`config.mk`:
```
export PLATFORM = sky130hd
export DESIGN_NAME = fir_sample_feeder
export DESIGN_NICKNAME = d
export VERILOG_FILES = /design/src/rtl/fir_sample_feeder.sv
export SDC_FILE = /design/constraint.sdc
export NUM_CORES = 1
export LEC_CHECK = 0
export BUFFER_PORTS_ARGS = -buffer_cell sky130_fd_sc_hd__buf_2
export CORE_AREA = 4 4 278 280
export DETAILED_ROUTE_END_ITERATION = 8
export DIE_AREA = 0 0 282 284
export PLACE_DENSITY = 0.72
export SYNTH_ARGS = -nofsm -noshare
export SYNTH_HDL_FRONTEND = slang
export SYNTH_SLANG_ARGS = --single-unit
```
`constraint.sdc`:
```
create_clock -name clk -period 4.39 [get_ports clk]
set_input_delay 1.317 -clock clk [delete_from_list [all_inputs] [get_ports clk]]
set_output_delay 1.317 -clock clk [all_outputs]
set_load 0.05 [all_outputs]
```
`src/rtl/fir_sample_feeder.sv`:
```
// fir_sample_feeder: host-loaded sample buffer streamed to an FIR on request,
// with a show-ahead result FIFO capturing the FIR outputs.
module fir_sample_feeder #(
    parameter int unsigned SDEPTH = 16,
    parameter int unsigned RDEPTH = 16
) (
    input  logic                      clk,
    input  logic                      rst,
    input  logic                      wr_en,
    input  logic [31:0]               wr_data,
    input  logic                      start,
    input  logic                      clear,
    input  logic                      next,
    input  logic                      fir_ready,
    input  logic [31:0]               fir_out,
    output logic [31:0]               sample,
    output logic                      stop,
    input  logic                      rd_en,
    output logic [31:0]               rd_data,
    output logic [$clog2(RDEPTH):0]   res_count,
    output logic                      busy,
    output logic                      done,
    output logic                      overflow
);

    localparam int unsigned SIDX_W = $clog2(SDEPTH);
    localparam int unsigned SCNT_W = SIDX_W + 1;
    localparam int unsigned RPTR_W = $clog2(RDEPTH);
    localparam int unsigned RCNT_W = RPTR_W + 1;

    typedef enum logic [1:0] {
        StIdle,
        StStream,
        StDrain,
        StDone
    } state_e;

    state_e              state_q;
    logic [SCNT_W-1:0]   scount_q;
    logic [SIDX_W-1:0]   idx_q;
    logic                stop_q;
    logic                busy_q;
    logic                done_q;

    logic                next_q;
    logic                rdy_q;

    logic [31:0]         sbuf [SDEPTH];
    logic [31:0]         rmem [RDEPTH];
    logic [RPTR_W-1:0]   wptr_q;
    logic [RPTR_W-1:0]   rptr_q;
    logic [RCNT_W-1:0]   rcount_q;
    logic                overflow_q;

    logic                next_edge;
    logic                rdy_edge;
    logic                active;
    logic                fifo_full;
    logic                fifo_empty;
    logic                push;
    logic                pop;
    logic                drop;
    logic                sbuf_we;
    logic                idx_last;

    // Edge detection and FIFO / buffer handshake decode
    always_comb begin
        next_edge  = next & ~next_q;
        rdy_edge   = fir_ready & ~rdy_q;
        active     = (state_q == StStream) || (state_q == StDrain);
        fifo_full  = (rcount_q == RCNT_W'(RDEPTH));
        fifo_empty = (rcount_q == '0);
        pop        = rd_en & ~fifo_empty;
        // A pop in the same cycle frees a slot, so a push at full still lands.
        push       = rdy_edge & active & (~fifo_full | pop);
        drop       = rdy_edge & active & fifo_full & ~pop;
        sbuf_we    = (state_q == StIdle) & wr_en & (scount_q < SCNT_W'(SDEPTH));
        idx_last   = ({1'b0, idx_q} == (scount_q - SCNT_W'(1)));
    end

    // Output drive: sample and FIFO head are combinational reads
    always_comb begin
        sample    = active ? sbuf[idx_q] : '0;
        rd_data   = fifo_empty ? '0 : rmem[rptr_q];
        res_count = rcount_q;
        stop      = stop_q;
        busy      = busy_q;
        done      = done_q;
        overflow  = overflow_q;
    end

    // One-cycle delayed copies of the FIR strobes for edge detection
    always_ff @(posedge clk) begin
        if (rst) begin
            next_q <= 1'b0;
            rdy_q  <= 1'b0;
        end else begin
            next_q <= next;
            rdy_q  <= fir_ready;
        end
    end

    // Sample buffer storage (no reset needed, scount gates validity)
    always_ff @(posedge clk) begin
        if (!rst && sbuf_we) begin
            sbuf[scount_q[SIDX_W-1:0]] <= wr_data;
        end
    end

    // Result FIFO storage
    always_ff @(posedge clk) begin
        if (!rst && push) begin
            rmem[wptr_q] <= fir_out;
        end
    end

    // Result FIFO pointers, occupancy and sticky overflow
    always_ff @(posedge clk) begin
        if (rst) begin
            wptr_q     <= '0;
            rptr_q     <= '0;
            rcount_q   <= '0;
            overflow_q <= 1'b0;
        end else begin
            if (push) begin
                wptr_q <= wptr_q + RPTR_W'(1);
            end
            if (pop) begin
                rptr_q <= rptr_q + RPTR_W'(1);
            end
            case ({push, pop})
                2'b10:   rcount_q <= rcount_q + RCNT_W'(1);
                2'b01:   rcount_q <= rcount_q - RCNT_W'(1);
                default: rcount_q <= rcount_q;
            endcase
            if (drop) begin
                overflow_q <= 1'b1;
            end
        end
    end

    // Control FSM with registered status outputs
    always_ff @(posedge clk) begin
        if (rst) begin
            state_q  <= StIdle;
            scount_q <= '0;
            idx_q    <= '0;
            stop_q   <= 1'b0;
            busy_q   <= 1'b0;
            done_q   <= 1'b0;
        end else begin
            unique case (state_q)
                StIdle: begin
                    if (sbuf_we) begin
                        scount_q <= scount_q + SCNT_W'(1);
                    end
                    if (start && (scount_q != '0)) begin
                        idx_q   <= '0;
                        state_q <= StStream;
                        busy_q  <= 1'b1;
                    end
                end
                StStream: begin
                    if (next_edge) begin
                        if (idx_last) begin
                            state_q <= StDrain;
                            stop_q  <= 1'b1;
                        end else begin
                            idx_q <= idx_q + SIDX_W'(1);
                        end
                    end
                end
                StDrain: begin
                    if (rdy_edge) begin
                        state_q <= StDone;
                        busy_q  <= 1'b0;
                        done_q  <= 1'b1;
                    end
                end
                StDone: begin
                    if (clear) begin
                        state_q  <= StIdle;
                        scount_q <= '0;
                        idx_q    <= '0;
                        stop_q   <= 1'b0;
                        done_q   <= 1'b0;
                    end
                end
                default: begin
                    state_q <= StIdle;
                    stop_q  <= 1'b0;
                    busy_q  <= 1'b0;
                    done_q  <= 1'b0;
                end
            endcase
        end
    end

endmodule

```
==> results.cfg <==
[final_layout]
seq_area_sq_um = 31530
multi_input_area_sq_um = 9218
nets = 2067
fin_area_sq_um = 46810
area_growth_pct = 14.37
fin_util_pct = 62.88
nFillCells = 4827
layout-drive-gt1-share_pct = 34.69

[setup_path]
startpoint_type = flop
cp.arrival_ns = 2.97
crit_fanout = 50
regToRegSetupSlack_ns = 0.82
r2r-end = res_count[4]
rr_worst_depth = 13
end_kind = primary output
required_ns = 3.07
worst-setup-path-type = flop to primary output
reg2reg_from = state_q[0]

[sta]
finalMaxSlewViolations = 0
grt_setup_unrepaired = yes
finalCriticalPeriod_ns = 4.286
fin_worst_skew_ns = 0.02931
setup_viol_count_final = 0
tightest_slew_ns = 0.7540
slew_headroom_pct = 49.73
finalHoldViolations = 0
fmax_mhz = 233.3
layout_setup_ws_ns = 0.1041
holdWs_ns = 0.5195
fin_crit_sh_pct = 97.63

[cts]
cts_sinks = 1062
clk_pin_slew_ns = 0.06
clockBufferDepth = 3
htreeDepth = 3
cts_setup_buffers = 0
numCtsBuffers = 103
ctsHoldBuffers = 0
cts_root_buf = clkbuf_16
clock_latency_ns = 0.67
cts_tree = done

[power]
power_mw = 23.55
ir_worst_vdd_uv = 511.8
powerDensity_nw_per_um2 = 503.1
leakagePower_nw = 14.49

[route]
firstDrtPassIters = 5
drt_wl_total_mm = 87.69
num_vias = 19010
vias_per_cell = 6.248
drc_errors = 0
drtIter0Drc = 1880
drt-wirelength-per-cell_um = 28.83
drtAntennaViolNets = 0

[run]
cap_violations = 0

[place]
gp_congestion = 0.7628
hpwl_mm = 43.55
postPlaceCellArea_sq_um = 43300
port_buffers = 144
dp_slack_ns = 0.6732

[synth]
yosys_warnings = 0
yosysUniqueCellTypes = 52
synth_edf_count = 1024
yosysSeqAreaShare_pct = 76.99
syn_area_sq_um = 40930
syn_nets = 1849
synth_ff_type = edfxtp_1
synthCells = 1757
synth-seq-cells = 1062
synthArstFlopShare_pct = 0
syn_area_per_cell_sq_um = 23.29

[die]
initial_core_util_pct = 54.98
fp.dieH_um = 284
ios = 145
fp.dieW_um = 282
core_area_sq_um = 74450
die-area_sq_um = 80090
placementRows = 100

[hold_path]
min_path_type = flop to flop
min-delay-start = overflow
min_to = overflow
whs_path_depth = 2

[global_routing]
grt_util_all_layers_pct = 22.33
grt-ovfl-total = 0
antenna_found_initial = 11
grt_max_degree = 78
grt_pass1_vias = 19990
grt_first_pass_wirelength_mm = 131.4

[run_status]
outcome = finished clean
[cell usage after synthesis (3+ instances only)]
cell type,number,area (sq um)
nor2b_1,40,250.2
clkbuf_1,42,157.7
a41oi_1,3,26.28
nand2_1,26,97.59
a21o_1,3,22.52
xor2_1,10,87.58
mux4_2,320,7207
nor2_1,59,221.5
dfxtp_1,38,760.7
inv_1,11,41.29
buf_1,9,33.78
a21oi_1,13,65.06
nor3_1,5,25.02
and2_1,33,206.5
ha_1,19,237.7
o21ai_0,5,25.02
edfxtp_1,1024,30750
nand3b_1,3,22.52
nand3_1,4,20.02
buf_4,10,75.07
mux2i_1,5,50.05
buf_2,24,120.1
xnor2_1,5,43.79
nand2b_1,5,31.28
a31oi_1,5,31.28
[per-layer routing]
| metal | up-vias | global-route usage (%) | part of all wire (%) |
|---|---|---|---|
| met2 | 792 | 38.53 | 53 |
| met3 | 120 | 4.031 | 7.3 |
| li1 | 7891 | - | - |
| met1 | 10200 | 30.17 | 38 |
| met5 | - | 0 | 0.024 |
| met4 | 4 | 4.979 | 1.7 |
[logic make-up after synthesis]
logic type                 count (synthesis)  synth area share [%]
AOI/OAI and AO/OA                         49                0.8712
xor gates and xnor gates                  15                0.3210
adders and majority gates                 20                0.6297
buffers and inverters                     98                 1.082
DFF                                     1062                 76.99
muxes                                    325                 17.73
and+or+nand+nor                          188                 2.378
[layout make-up]
class                           instances  share of cell area [%]
Sequential cell                      1062                   67.36
Multi-Input combinational cell        597                   19.69
Clock buffer                          127                   5.699
Timing Repair Buffer                  199                   2.825
Tap cell                              969                   2.590
Clock inverter                         67                   1.692
Inverter                               12                 0.09623
Antenna cell                            9                 0.04811
[worst max-delay path by stage]
| stage | to | slack (ns) | cells past startpoint |
|---|---|---|---|
| after global routing | rd_data[1] | -0.04 | 5 |
| after detailed placement | res_count[4] | 0.67 | 12 |
| after CTS | rd_data[1] | 0.02 | 5 |
| after floorplan | rmem[7][0] | 0.52 | 4 |
| final | rd_data[0] | 0.10 | 5 |
| after global placement | rd_data[21] | 0.74 | 5 |
[timing repair]
action,in CTS,in global routing
endpoints found under the setup margin,3,22
resized for setup,1,8
endpoints found under the hold margin,0,0
[power breakdown]
group          total (mW)  leakage [nW]  switching [mW]  internal (mW)
Sequential           11.3          9.52          0.0764           11.3
Combinational        3.28          3.31            2.00           1.29
Clock                8.93          1.65            3.75           5.18
[metrics by stage]
stage,setup TNS [ns],cells
finish,0,3042
global route,-0.1787,3034
CTS,0,3033
detailed placement,0,2839
global placement,0,2839
floorplan,0,1757
[cell usage in the layout, fill, tap and decap left out, types with 3 or more instances in the layout]
cell type / instances
clkbuf_1: 24
mux4_2: 320
clkbuf_16: 103
dfxtp_2: 4
nor2_4: 32
nand3_1: 4
bufinv_16: 14
buf_4: 44
xor2_1: 10
clkinvlp_4: 9
a31oi_1: 5
dfxtp_1: 30
nor3_1: 5
nor2b_1: 40
diode_2: 9
and2_1: 32
dfxtp_4: 4
xnor2_1: 5
nor2_1: 27
a41oi_1: 3
clkinv_2: 16
ha_1: 19
a21oi_1: 13
nand3b_1: 3
buf_12: 11
o21ai_0: 5
clkinv_16: 3
a21o_1: 3
mux2i_1: 5
edfxtp_1: 1024
clkinv_1: 21
inv_1: 11
nand2b_1: 5
nand2_1: 26
buf_2: 141
[registers in the layout, summed over array words and instances, names as in the netlist, 2 cells and up, named ones only]
register	count
rmem	512
sbuf	512
res_count	5
scount_q	5
idx_q	4
rptr_q	4
wptr_q	4
state_q	2
[critical path: stages, from the launching register on]
cell,delay (ns)
dfxtp_4,0.39
buf_12,0.37
mux4_2,0.57
mux4_2,0.48
nor2b_1,0.19
buf_2,0.27
Power figures use the tool's default switching activity.
